[config.mk]
export PLATFORM = sky130hd
export DESIGN_NAME = ahb_axi_bridge
export DESIGN_NICKNAME = d
export VERILOG_FILES = /design/src/rtl/ahbaxi_pkg.sv /design/src/rtl/ahb_axi_bridge.sv
export SDC_FILE = /design/constraint.sdc
export NUM_CORES = 1
export LEC_CHECK = 0
export BUFFER_PORTS_ARGS = -buffer_cell sky130_fd_sc_hd__buf_4
export CORE_AREA = 8 8 180 182
export CTS_BUF_LIST = sky130_fd_sc_hd__clkbuf_8 sky130_fd_sc_hd__clkbuf_16
export DETAILED_ROUTE_END_ITERATION = 7
export DIE_AREA = 0 0 188 190
export PLACE_DENSITY_LB_ADDON = 0.2
export SYNTH_ARGS = -nofsm -noshare
export SYNTH_HDL_FRONTEND = slang
export SYNTH_SLANG_ARGS = --single-unit
[constraint.sdc]
create_clock -name clk -period 7.3 [get_ports clk]
set_input_delay 0.73 -clock clk [delete_from_list [all_inputs] [get_ports clk]]
set_output_delay 0.73 -clock clk [all_outputs]
set_load 0.005 [all_outputs]
[src/rtl/ahbaxi_pkg.sv]
// ahbaxi_pkg: shared FSM states and AHB/AXI encodings for ahb_axi_bridge
package ahbaxi_pkg;
  typedef enum logic [2:0] {IDLE, WDATA, WADDR, WRESP, RADDR, RDATA, ERR1, ERR2} state_t;
  typedef enum logic [1:0] {HTRANS_IDLE, HTRANS_BUSY, HTRANS_NONSEQ, HTRANS_SEQ} htrans_t;
  localparam logic [1:0] AXI_BURST_INCR = 2'b01;
  localparam logic [3:0] AXI_CACHE_DEFAULT = 4'b0011;
  localparam logic [1:0] AXI_RESP_SLVERR = 2'b10;
endpackage

[src/rtl/ahb_axi_bridge.sv]
// ahb_axi_bridge: AHB-Lite slave to single-beat AXI4 master, one transfer in flight; AHB_AXI_POSTED_WRITE_EN selects posted writes
module ahb_axi_bridge
  import ahbaxi_pkg::*;
#(
  parameter int AHB_ADDR_WIDTH = 56,
  parameter int AXI_ADDR_WIDTH = 31,
  parameter int DATA_WIDTH = 64,
  parameter int ID_WIDTH = 4
) (
  input  logic clk,
  input  logic reset,
  input  logic HSEL,
  input  logic HWRITE,
  input  logic HREADY,
  input  logic [AHB_ADDR_WIDTH-1:0] HADDR,
  input  logic [2:0] HSIZE,
  input  logic [2:0] HBURST,
  input  logic [1:0] HTRANS,
  input  logic [3:0] HPROT,
  input  logic [DATA_WIDTH-1:0] HWDATA,
  input  logic [DATA_WIDTH/8-1:0] HWSTRB,
  output logic HREADYOUT,
  output logic HRESP,
  output logic [DATA_WIDTH-1:0] HRDATA,
  output logic [ID_WIDTH-1:0] m_axi_awid,
  output logic [AXI_ADDR_WIDTH-1:0] m_axi_awaddr,
  output logic [7:0] m_axi_awlen,
  output logic [2:0] m_axi_awsize,
  output logic [1:0] m_axi_awburst,
  output logic m_axi_awlock,
  output logic [3:0] m_axi_awcache,
  output logic [2:0] m_axi_awprot,
  output logic m_axi_awvalid,
  input  logic m_axi_awready,
  output logic [DATA_WIDTH-1:0] m_axi_wdata,
  output logic [DATA_WIDTH/8-1:0] m_axi_wstrb,
  output logic m_axi_wlast,
  output logic m_axi_wvalid,
  input  logic m_axi_wready,
  input  logic [ID_WIDTH-1:0] m_axi_bid,
  input  logic [1:0] m_axi_bresp,
  input  logic m_axi_bvalid,
  output logic m_axi_bready,
  output logic [ID_WIDTH-1:0] m_axi_arid,
  output logic [AXI_ADDR_WIDTH-1:0] m_axi_araddr,
  output logic [7:0] m_axi_arlen,
  output logic [2:0] m_axi_arsize,
  output logic [1:0] m_axi_arburst,
  output logic m_axi_arlock,
  output logic [3:0] m_axi_arcache,
  output logic [2:0] m_axi_arprot,
  output logic m_axi_arvalid,
  input  logic m_axi_arready,
  input  logic [ID_WIDTH-1:0] m_axi_rid,
  input  logic [DATA_WIDTH-1:0] m_axi_rdata,
  input  logic [1:0] m_axi_rresp,
  input  logic m_axi_rlast,
  input  logic m_axi_rvalid,
  output logic m_axi_rready
);
  state_t state, state_n;
  logic hold, aw_done, w_done, write;
  logic [AXI_ADDR_WIDTH-1:0] addr;
  logic [2:0] size, prot;
  logic [DATA_WIDTH-1:0] wdata;
  logic [DATA_WIDTH/8-1:0] wstrb;
  logic cap, aw_ok, w_ok, both_ok, b_wait, start_ok;
  logic unused;
  assign cap = HSEL & HREADY & HREADYOUT & (HTRANS inside {HTRANS_NONSEQ, HTRANS_SEQ});
  assign aw_ok = aw_done | (m_axi_awvalid & m_axi_awready);
  assign w_ok = w_done | (m_axi_wvalid & m_axi_wready);
  assign both_ok = (state == WADDR) & aw_ok & w_ok;
  assign start_ok = (cap | hold) & ~b_wait;
  assign HREADYOUT = ((state == IDLE) & ~hold) | (state == ERR2);
  assign HRESP = (state == ERR1) | (state == ERR2);
  assign m_axi_awid = '0;
  assign m_axi_arid = '0;
  assign m_axi_awlen = 8'd0;
  assign m_axi_arlen = 8'd0;
  assign m_axi_awburst = AXI_BURST_INCR;
  assign m_axi_arburst = AXI_BURST_INCR;
  assign m_axi_awlock = 1'b0;
  assign m_axi_arlock = 1'b0;
  assign m_axi_awcache = AXI_CACHE_DEFAULT;
  assign m_axi_arcache = AXI_CACHE_DEFAULT;
  assign m_axi_awaddr = addr;
  assign m_axi_araddr = addr;
  assign m_axi_awsize = size;
  assign m_axi_arsize = size;
  assign m_axi_awprot = prot;
  assign m_axi_arprot = prot;
  assign m_axi_wdata = wdata;
  assign m_axi_wstrb = wstrb;
  assign m_axi_wlast = 1'b1;
  assign m_axi_awvalid = (state == WADDR) & ~aw_done;
  assign m_axi_wvalid = (state == WADDR) & ~w_done;
  assign m_axi_arvalid = state == RADDR;
  assign m_axi_rready = state == RDATA;
  assign unused = &{1'b0, HBURST, HPROT[3:2], HADDR[AHB_ADDR_WIDTH-1:AXI_ADDR_WIDTH], m_axi_bid, m_axi_rid, m_axi_rlast};
`ifdef AHB_AXI_POSTED_WRITE_EN
  localparam bit POSTED = 1'b1;
  logic b_pend;
  // one posted B response outstanding; it is absorbed whenever it arrives
  always_ff @(posedge clk) b_pend <= reset ? 1'b0 : both_ok | (b_pend & ~m_axi_bvalid);
  assign b_wait = b_pend & ~m_axi_bvalid;
  assign m_axi_bready = b_pend;
`else
  localparam bit POSTED = 1'b0;
  assign b_wait = 1'b0;
  assign m_axi_bready = state == WRESP;
`endif
  // next-state: IDLE and ERR2 both accept a pipelined address phase
  always_comb begin
    state_n = state;
    case (state)
      IDLE, ERR2: state_n = start_ok ? ((cap ? HWRITE : write) ? WDATA : RADDR) : IDLE;
      WDATA: state_n = WADDR;
      WADDR: state_n = (aw_ok & w_ok) ? (POSTED ? IDLE : WRESP) : WADDR;
      WRESP: state_n = m_axi_bvalid ? (|(m_axi_bresp & AXI_RESP_SLVERR) ? ERR1 : IDLE) : WRESP;
      RADDR: state_n = m_axi_arready ? RDATA : RADDR;
      RDATA: state_n = m_axi_rvalid ? (|(m_axi_rresp & AXI_RESP_SLVERR) ? ERR1 : IDLE) : RDATA;
      ERR1: state_n = ERR2;
      default: state_n = IDLE;
    endcase
  end
  // state register plus per-channel handshake tracking while in WADDR
  always_ff @(posedge clk) begin
    if (reset) begin
      state <= IDLE;
      hold <= 1'b0;
      aw_done <= 1'b0;
      w_done <= 1'b0;
    end else begin
      state <= state_n;
      hold <= (cap | hold) & b_wait;
      aw_done <= (state_n == WADDR) & aw_ok;
      w_done <= (state_n == WADDR) & w_ok;
    end
  end
  // address-phase capture, write data capture and read data return
  always_ff @(posedge clk) begin
    if (reset) begin
      HRDATA <= '0;
    end else begin
      if (cap) begin
        addr <= HADDR[AXI_ADDR_WIDTH-1:0];
        write <= HWRITE;
        size <= HSIZE;
        prot <= {~HPROT[0], 1'b0, HPROT[1]};
      end
      if (state == WDATA) begin
        wdata <= HWDATA;
        wstrb <= HWSTRB;
      end
      if ((state == RDATA) & m_axi_rvalid) HRDATA <= m_axi_rdata;
    end
  end
endmodule

# Word-level counts from Yosys, hierarchy flattened
# Cells that the tools add are included.
classes:
  n_eq_ne: 10
  muxes: 10
  n_bitwise: 19
  reduce_logical: 5
op_table:
  columns: ["op", "count"]
  rows:
  - ["3-bit case mux with 7 select lines", 1]
  - ["3-bit 2-to-1 mux", 6]
  - ["3-bit == test (second input constant)", 4]
  - ["1-bit AND", 11]
  - ["3-bit by 2-bit == test with 1-bit output (second input constant)", 3]
  - ["2-bit == test (second input constant)", 2]
  - ["1-bit NOT", 4]
  - ["1-bit OR", 4]
  - ["2-bit AND reduction", 2]
  - ["3-bit by 1-bit == test with 1-bit output (second input constant)", 1]
  - ["3-bit zero test", 1]
  - ["1-bit 2-to-1 mux", 3]
  - ["2-bit nonzero test", 1]
  - ["2-bit OR reduction", 1]
totals:
  register_bits: 178
  input_bits: 227
  out_inout_bits: 256
  wordCells: 54

# Longest topological paths before layout
# Gate-level depths: netlist of run 1.
depth:
  word_depth: 10
  ltp_mapped: 6
  mapped_depth_nobuf: 4

# Least setup slack after synthesis of run 1
# Ideal clock, no wire load.
synth_timing:
  path_type: "input port to flip-flop"
  start: "in reset"
  end: "reg wdata[0], in the netlist m_axi_wdata[0], enable pin"
  setup_ns: 0.591
  arrival_time_ns: 6.018
  t_required_ns: 6.709
  setup_slack_ns: 0.692
  stages: 3
  cell_sequence: "clkbuf_1 clkbuf_1 nor3_1"
synth_between:
  elab_chain_len: 2
synth_lines:
  columns: ["item", "line_no", "source"]
  rows:
  - ["start, declared", "ahb_axi_bridge.sv:11", "input logic reset,"]
  - ["1-bit NOT (no line)", null, null]
  - ["2-bit AND reduction (no line)", null, null]
  - ["end signal, assigned", "ahb_axi_bridge.sv:152", "wdata <= HWDATA;"]
  - ["end, declared", "ahb_axi_bridge.sv:65", "logic [DATA_WIDTH-1:0] wdata;"]
# No other way between the ends.
# A chain may end at the register's enable or synchronous reset.

# Worst setup path in the final report of run 1
layout_timing:
  start: "reg state[1]"
  end: "out m_axi_wvalid"
layout_between:
  elab_chain_len: 2
layout_lines:
  columns: ["item", "line_no", "source"]
  rows:
  - ["start, declared", "ahb_axi_bridge.sv:61", "state_t state, state_n;"]
  - ["start signal, assigned", "ahb_axi_bridge.sv:134", "state <= state_n;"]
  - ["3-bit by 2-bit == test with 1-bit output", "ahb_axi_bridge.sv:96", "assign m_axi_wvalid = (state == WADDR) & ~w_done;"]
  - ["1-bit AND", "ahb_axi_bridge.sv:96", null]
  - ["end, declared", "ahb_axi_bridge.sv:38", "output logic m_axi_wvalid,"]
# No other way between the ends.

==> impl_metrics.ini, run 1 <==
[timing]
skew_ns = 0.0148
max_slew_margin = 0.332
setup_viol = 0
fin_crit_ns = 2.42
grt_setup_unrepaired = false
slew_viol_final = 0
max_freq_mhz = 412
tns_ns = 0
hold_viol_final = 0
tightest_slew_ns = 0.999
fin_crit_sh = 0.332

[logic_synthesis]
synth_xor_area_frac = 0
synth_compound_area_frac = 0.0632
synth_seq_cells = 177
synth_top_area_cell = edfxtp_1
ys_seq_area_frac = 0.719
synth-edff-count = 108
synth_commonest_cells = nand2_1 (131), edfxtp_1 (108), buf_4 (78)
netlist_area_um2 = 6430
syn_area_per_cell_um2 = 12.5
syn_inst = 515
muxShareOfSynthArea = 0
ys_warn_count = 0
synth_most_common_cell = nand2_1
ys.flop_type = edfxtp_1
synth_top_family_by_area = buffers and inverters
synth_fa_ha_area_frac = 0
synth_top_cells_by_area = edfxtp_1 (50%), dfxtp_1 (21%), buf_4 (9.1%), nand2_1 (7.6%), a21oi_1 (5.2%)
synth_cell_types = 36
synthArstFlopShare = 0
yosys.area_share.simple = 0.107
synth_top_area_share = 0.504

[route]
drt_iter0_drc = 163
dr.pass1.iters = 4
wire_per_inst_um = 19.0
routed_via_density = 3.85
drc = 0
finalWirelength_um = 24300
vias = 4911
ant_nets = 0

[cts]
cts_buffers = 17
ctsResizeCount = 0
cts_max_path_buffers = 2
cts_sinks = 177
cts_tree = done
root_buffer = clkbuf_16
htree_levels = 4
ctsHoldBuffers = 0
post_cts_buffers = 0
clk_pin_slew_ns = 0.07
clkLatencyLatePin_ns = 0.43

[die]
coreArea_um2 = 29400
pin_count = 483
die_h_um = 190
die_w_um = 188
initial_core_util = 0.219
die-area_um2 = 35700
rows = 63

[place]
hpwl_um = 19100
dp.cells = 1245
routabilityCongestion = 0.733
portBuffers = 399

[power_and_ir_drop]
clockPowerShare = 0.420
p_comb_frac = 0.073
p_int_mw = 1.63
power.sequential.fraction = 0.507
irDropWorstVdd_mv = 0.117
powerDensity_nw_per_um2 = 215
swShare = 0.242
switchingPower_mw = 0.519
p_leak_nw = 4.14

[global_route]
grt_pass1_wl_um = 34400
grt-ovfl-total = 0
grt_use_total = 0.130
grt_pass1_vias = 5058
antenna_found_initial = 0
grt_max_degree = 73

[worst_setup_path]
crit_fanout = 15
worstPathCellList = or3b_1, nor2_1, buf_4
crit_path_top_delay_cell = dfxtp_1
startpoint_type = register
critPathBufInv = 1
path_class = reg2out
critical_path.top_delay_family = flip-flops
required_ns = 6.57
arrival_ns = 1.69
cpPeakStageDelay_ns = 0.59
endpoint_kind = primary output

[finish]
ff_latch_area_um2 = 4620
fillers = 3002
syn2layout_area_growth_pct = 55.1
finalNonFillerCells = 1277
multi_input_area_um2 = 1260
finalNetCount = 1101
antenna_cells = 0
drive_gt1_frac = 0.502

[status]
status = finished, final reports clean

[job]
max-cap-violations = 0

[min_path]
hp-class = reg2reg
-- worst register-to-register path, stage by stage (launching register included) --
cell	delay, ns
dfxtp_1	0.56
and4b_2	0.69
buf_4	0.51
nand2_1	0.11
a21oi_1	0.20
nor4b_1	0.24
-- placed cells by master, fill, tap and decap left out, types with 2 or more instances in the layout --
cell type / instances
clkinvlp_4: 4
o211ai_1: 2
and2_1: 3
a21oi_1: 67
nor4b_1: 2
clkbuf_16: 17
nand2_1: 131
nand3_1: 2
dfxtp_1: 69
inv_8: 4
clkinv_4: 2
inv_1: 2
conb_1: 41
edfxtp_1: 108
nand3b_1: 2
buf_4: 402
nor2_1: 3
clkinv_8: 2
inv_6: 2
-- metal layers --
layer / vias up / GRT usage / share of wire
met2: 252 / 0.242 / 0.54
met5: - / 0 / 0
met1: 2290 / 0.131 / 0.36
met4: 0 / 0.0300 / 0.0077
li1: 2355 / - / -
met3: 14 / 0.0573 / 0.085
-- power groups by stage --
stage,clock network (mW),registers (mW),logic (mW)
after floorplan,0,1.11,0.0601
after global placement,0,1.11,0.156
after detailed placement,0,1.11,0.158
after CTS,0.939,1.09,0.158
after global routing,0.976,1.09,0.169
final,0.901,1.09,0.156
-- path summary, 6_finish.rpt --
path	startpoint	endpoint	slack, ns	cells after the start
setup / recovery	state[1]	m_axi_wvalid	4.88	3
hold / removal	HRDATA[50]	HRDATA[50]	0.46	2
hold reg to reg	HRDATA[50]	HRDATA[50]	0.46	2
setup reg to reg	state[2]	w_done	4.90	5
-- stage by stage --
step                       util  cell area (µm²)  setup WS, ns  hold slack (ns)  power (mW)
after detailed placement  0.320             9400          4.55            0.447        1.27
after global placement    0.320             9400          4.59            0.443        1.27
after floorplan               -             6580         0.692            0.453        1.17
final                     0.339             9970          4.88            0.456        2.15
after CTS                 0.339             9970          4.76            0.433        2.19
after global routing      0.339             9970          4.56            0.434        2.24
-- layout make-up --
| type | count | area share |
|---|---|---|
| multi-input cells | 274 | 0.126 |
| clock inverters | 15 | 0.0148 |
| flip-flops and latches | 177 | 0.464 |
| repair buffers | 402 | 0.303 |
| well taps | 390 | 0.0489 |
| inverters | 2 | 0.000753 |
| clock buffers | 17 | 0.0427 |
-- registers in the layout (all words and copies together), names as in the netlist --
register / flops
aw_done: 1
m_axi_araddr: 31
m_axi_wdata: 64
m_axi_arsize: 3
m_axi_wstrb: 8
HRDATA: 64
w_done: 1
state: 3
m_axi_arprot: 2
-- logic make-up (layout without fill, tap and decap cells) --
logic type / after synthesis / count (layout)
AO/OA/AOI/OAI: 75 / 75
buffers and inverters: 103 / 436
flip-flops: 177 / 177
other: 2 / 41
AND/OR/NAND/NOR: 158 / 158
(Power assumes the default switching activity.)
==> run 2: changes to the inputs <==
--- a/config.mk
+++ b/config.mk
@@ -5,11 +5,12 @@
 export SDC_FILE = /design/constraint.sdc
 export NUM_CORES = 1
 export LEC_CHECK = 0
+export ABC_AREA = 1
 export BUFFER_PORTS_ARGS = -buffer_cell sky130_fd_sc_hd__buf_4
-export CORE_AREA = 8 8 180 182
+export CORE_AREA = 8 8 181 183
 export CTS_BUF_LIST = sky130_fd_sc_hd__clkbuf_8 sky130_fd_sc_hd__clkbuf_16
 export DETAILED_ROUTE_END_ITERATION = 7
-export DIE_AREA = 0 0 188 190
+export DIE_AREA = 0 0 189 191
 export PLACE_DENSITY_LB_ADDON = 0.2
 export SYNTH_ARGS = -nofsm -noshare
 export SYNTH_HDL_FRONTEND = slang
==> constraint.sdc (replaced) <==
create_clock -name clk -period 2.3 [get_ports clk]
set_input_delay 0.23 -clock clk [delete_from_list [all_inputs] [get_ports clk]]
set_output_delay 0.23 -clock clk [all_outputs]
set_load 0.005 [all_outputs]
==> run 2 against run 1 <==
- global-route usage increased by 0.15 points
- clock skew down 0.0017 ns
- critical path depth is 2 higher
- register-to-register slack worse by 4.3 ns
- flip-flop and latch count unchanged
- design area is 15% higher
- clock-buffer cell count unchanged
- critical path type is now reg2reg
==> impl_metrics.ini, run 2 <==
[logic_synthesis]
ys_warn_count = 0
synth_commonest_cells = nor2_1 (147), edfxtp_1 (108), buf_4 (79)
ys.flop_type = edfxtp_1
synth_top_area_share = 0.498
ys_seq_area_frac = 0.710
synth_seq_cells = 177
synth-edff-count = 108
synth_top_area_cell = edfxtp_1
syn_inst = 544
synthArstFlopShare = 0
netlist_area_um2 = 6510
synth_top_cells_by_area = edfxtp_1 (50%), dfxtp_1 (21%), buf_4 (9.1%), nor2_1 (8.5%), o21ai_0 (4.3%)
synth_cell_types = 22
syn_area_per_cell_um2 = 12.0
synth_most_common_cell = nor2_1

[finish]
final_common_cell = buf_4
most-common-layout-cells = buf_4 (402), nor2_1 (145), dlygate4sd3_1 (133)
finalNetCount = 1270
ff_latch_area_um2 = 4620
multi_input_area_um2 = 1220
drive_gt1_frac = 0.422
antenna_cells = 0
fillers = 2940
syn2layout_area_growth_pct = 76.4

[power_and_ir_drop]
power.sequential.fraction = 0.478
clockPowerShare = 0.436
swShare = 0.252
powerDensity_nw_per_um2 = 621
irDropWorstVdd_mv = 0.498
p_comb_frac = 0.086
p_int_mw = 5.33
switchingPower_mw = 1.80
p_leak_nw = 5.18

[worst_setup_path]
endpoint_kind = register
crit_start = state[0]
arrival_ns = 2.12
required_ns = 2.67
startpoint_type = register
r2r-start = state[0]
crit_fanout = 64
path_class = reg2reg

[global_route]
antenna_found_initial = 1
grt_pass1_vias = 5806
grt_max_degree = 65
grt_pass1_wl_um = 36500
grt_use_total = 0.131
grt-ovfl-total = 0

[min_path]
hp-class = in2reg
min-delay-start = m_axi_rdata[20]

[cts]
clkLatencyLatePin_ns = 0.43
cts_tree = done
cts_sinks = 177
cts_buffers = 17
htree_levels = 4
root_buffer = clkbuf_16
cts_max_path_buffers = 2
clk_pin_slew_ns = 0.09

[route]
routed.top_layer = met5
drc = 0
dr.pass1.iters = 4
wire_per_inst_um = 17.0
drt_iter0_drc = 242
m1WireLength_um = 9510
vias = 5474
dr_wl_met3_um = 2270
routed-wl-met2_um = 12700
finalWirelength_um = 24600
routed_via_density = 3.77
ant_nets = 0

[die]
die_w_um = 189
rows = 64
die_h_um = 191
pin_count = 483
coreArea_um2 = 30000
die-area_um2 = 36100
initial_core_util = 0.217

[status]
status = finished, final reports clean

[timing]
fin_ws_ns = 0.557
fin_crit_ns = 1.74
slew_viol_final = 0
hold_viol_final = 0
tns_ns = 0
setup_viol = 0
max_freq_mhz = 574
tightest_slew_ns = 0.685
max_slew_margin = 0.544
grt_setup_unrepaired = false
fin_crit_sh = 0.758
skew_ns = 0.0131

[place]
pre_cts_ws_ns = 0.564
routabilityCongestion = 0.707
hpwl_um = 18200
portBuffers = 399

[job]
max-cap-violations = 0
## run 2: path summary, 6_finish.rpt
| path | depth (start not counted) | end | slack [ns] |
|---|---|---|---|
| worst min register to register | 2 | HRDATA[15] | 0.50 |
| worst min-delay path | 3 | HRDATA[20] | 0.02 |
| worst max register to register | 5 | HRDATA[0] | 0.56 |
| worst max-delay path | 5 | HRDATA[0] | 0.56 |
## run 2: stage by stage
step / hold slack, ns / area, µm² / power [mW] / instances / utilization
2_1_floorplan: 0.299 / 6670 / 3.62 / 583 / -
3_3_place_gp: 0.408 / 9520 / 3.89 / 1287 / 0.317
3_5_place_dp: 0.409 / 9520 / 3.90 / 1287 / 0.317
4_1_cts: 0.0000214 / 11500 / 7.28 / 1452 / 0.383
5_1_grt: 0.00379 / 11500 / 7.46 / 1452 / 0.383
6_report: 0.0229 / 11500 / 7.13 / 1452 / 0.383
## run 2: what timing repair did
| item | 4_1_cts | 5_1_grt |
|---|---|---|
| hold buffers | 133 | 0 |
| setup buffers | 0 | 0 |
| hold endpoints to repair | 133 | 0 |
| resized for setup | 0 | 0 |
## run 2: critical path, cell delays in order, from the launching register on
cell	delay [ns]
dfxtp_1	0.50
nand3_2	0.18
nor2_4	0.12
buf_4	0.52
o21ai_0	0.17
nor2_1	0.12
## run 2: area by class of cell
type | instances | area share
Clock buffer | 17 | 0.0370
Clock inverter | 15 | 0.0185
Inverter | 17 | 0.00555
Multi-Input combinational cell | 290 | 0.106
Sequential cell | 177 | 0.402
Tap cell | 396 | 0.0431
Timing Repair Buffer | 540 | 0.387
## run 2: per-layer routing
| metal | global-route usage | up-vias |
|---|---|---|
| li1 | - | 2688 |
| met1 | 0.146 | 2538 |
| met2 | 0.233 | 237 |
| met3 | 0.0567 | 9 |
| met4 | 0.0244 | 2 |
| met5 | 0 | - |
## run 2: logic make-up after synthesis
logic type	count (synthesis)	share of synthesized area
flip-flops	177	0.710
other	2	0.00115
AO/OA/AOI/OAI	70	0.0540
buffers and inverters	116	0.127
AND/OR/NAND/NOR	179	0.108
## run 2: power by group through the flow
| stage | clock network [mW] | logic [mW] | registers (mW) |
|---|---|---|---|
| floorplan | 0 | 0.140 | 3.48 |
| global placement | 0 | 0.409 | 3.48 |
| detailed placement | 0 | 0.416 | 3.48 |
| CTS | 3.25 | 0.616 | 3.41 |
| global route | 3.38 | 0.662 | 3.42 |
| finish | 3.11 | 0.611 | 3.41 |
==> run 3: changes to the inputs <==
==> constraint.sdc (replaced) <==
create_clock -name clk -period 1.8 [get_ports clk]
set_input_delay 0.18 -clock clk [delete_from_list [all_inputs] [get_ports clk]]
set_output_delay 0.18 -clock clk [all_outputs]
set_load 0.005 [all_outputs]
==> run 3 against run 2 <==
- via count rose by 2.6%
- critical path depth did not move
- global-route usage is 0.19 points higher
- highest routed layer is now met4
- routed wire length is 2.0% higher
- design area grew 4.2%
- worst hold slack improved by 0.071 ns
- clock skew barely moved
- sequential share of layout area decreased by 1.6 points
- total power grew 29%
- register-to-register slack lost 0.39 ns
==> impl_metrics.ini, run 3 (same netlist as run 2, synthesis figures left out) <==
[finish]
antenna_cells = 0
syn2layout_area_growth_pct = 83.9
fillers = 2814
drive_gt1_frac = 0.411
finalNonFillerCells = 1497
design_area_um2 = 12000
most-common-layout-cells = buf_4 (405), dlygate4sd3_1 (173), nor2_1 (145)
finalNetCount = 1315
final_common_cell = buf_4
fin_util = 0.399

[route]
routed_via_density = 3.75
finalWirelength_um = 25100
dr.pass1.iters = 4
ant_nets = 0
drt_iter0_drc = 193
wire_per_inst_um = 16.8
drc = 0
vias = 5618

[power_and_ir_drop]
p_leak_nw = 5.40
powerDensity_nw_per_um2 = 770
irDropWorstVdd_mv = 0.524
power_mw = 9.23

[worst_setup_path]
reg2reg_slack_ns = 0.17
required_ns = 1.62
path_class = reg2out
crit_fanout = 6
startpoint_type = register
endpoint_kind = primary output
arrival_ns = 1.49

[cts]
clkLatencyLatePin_ns = 0.43
clk_pin_slew_ns = 0.07
htree_levels = 4
post_cts_buffers = 0
cts_buffers = 17
cts_max_path_buffers = 2
root_buffer = clkbuf_16
cts_tree = done
cts_sinks = 177

[global_route]
use_met3 = 0.0553
busiest_layer = met2
grt_pass1_vias = 6013
antenna_found_initial = 0
grt_pass1_wl_um = 37300
grt_max_degree = 65
grt-ovfl-total = 0
use_met2 = 0.236
grt_use_total = 0.133
use_met1 = 0.148

[die]
die_h_um = 191
initial_core_util = 0.217
die-area_um2 = 36100
coreArea_um2 = 30000
rows = 64
die_w_um = 189
pin_count = 483

[timing]
skew_ns = 0.0127
max_slew_margin = 0.609
grt_setup_unrepaired = false
max_freq_mhz = 598
fin_crit_ns = 1.67
tightest_slew_ns = 0.586
tns_ns = 0
hold_viol_final = 0
slew_viol_final = 0
fin_ws_ns = 0.129
setup_viol = 0
fin_crit_sh = 0.928
hold_ws_ns = 0.0935

[job]
max-cap-violations = 0

[place]
routabilityCongestion = 0.722
hpwl_um = 18300
portBuffers = 399
dp.cells = 1292
pre_cts_ws_ns = 0.0560
placed_area_um2 = 9590

[min_path]
hp-class = in2reg

[status]
status = finished, final reports clean
-- run 3: cell types whose count changed in the layout (fill, tap and decap cells not counted), sizes merged --
cell,delta
buf,+4
bufinv,+2
clkbuf,+5
clkinv,-3
dlygate4sd3,+40
inv,-3
-- run 3: layout make-up --
type                    count  area [µm²]  share of cell area
repair buffers            585        4910               0.410
flip-flops and latches    177        4630               0.386
multi-input cells         290        1240               0.104
clock buffers              21         514              0.0429
well taps                 396         495              0.0414
clock inverters            11         126              0.0106
inverters                  17        68.8             0.00575
-- run 3: path summary, 6_finish.rpt --
| check | from | to | cells after the start |
|---|---|---|---|
| setup / recovery | state[0] | HRESP | 5 |
| setup reg to reg | state[0] | HRDATA[53] | 5 |
| hold / removal | m_axi_bresp[1] | state[2] | 3 |
| hold reg to reg | HRDATA[21] | HRDATA[21] | 2 |
-- run 3: critical path, cell delays in order, from the launching register on --
cell     delay [ns]
dfxtp_1        0.50
buf_4          0.19
inv_1          0.08
nand3_1        0.10
nand2_1        0.06
buf_4          0.13
-- run 3: power breakdown --
part | total, mW | internal (mW) | switching (mW)
Sequential | 4.36 | 4.34 | 0.0208
Combinational | 0.865 | 0.587 | 0.277
Clock | 4.00 | 2.30 | 1.70
Total | 9.23 | 7.23 | 2.00
-- run 3: repair_timing --
| item | CTS | global route |
|---|---|---|
| gates resized for setup | 0 | 5 |
| setup endpoints to repair | 0 | 63 |
| hold endpoints to repair | 173 | 0 |
| hold buffers | 173 | 0 |
-- run 3: routing by layer --
| metal | part of all wire | routed length (µm) |
|---|---|---|
| met1 | 0.39 | 9720 |
| met2 | 0.52 | 13000 |
| met5 | 0 | 0 |
| met3 | 0.089 | 2240 |
| met4 | 0.0086 | 217 |
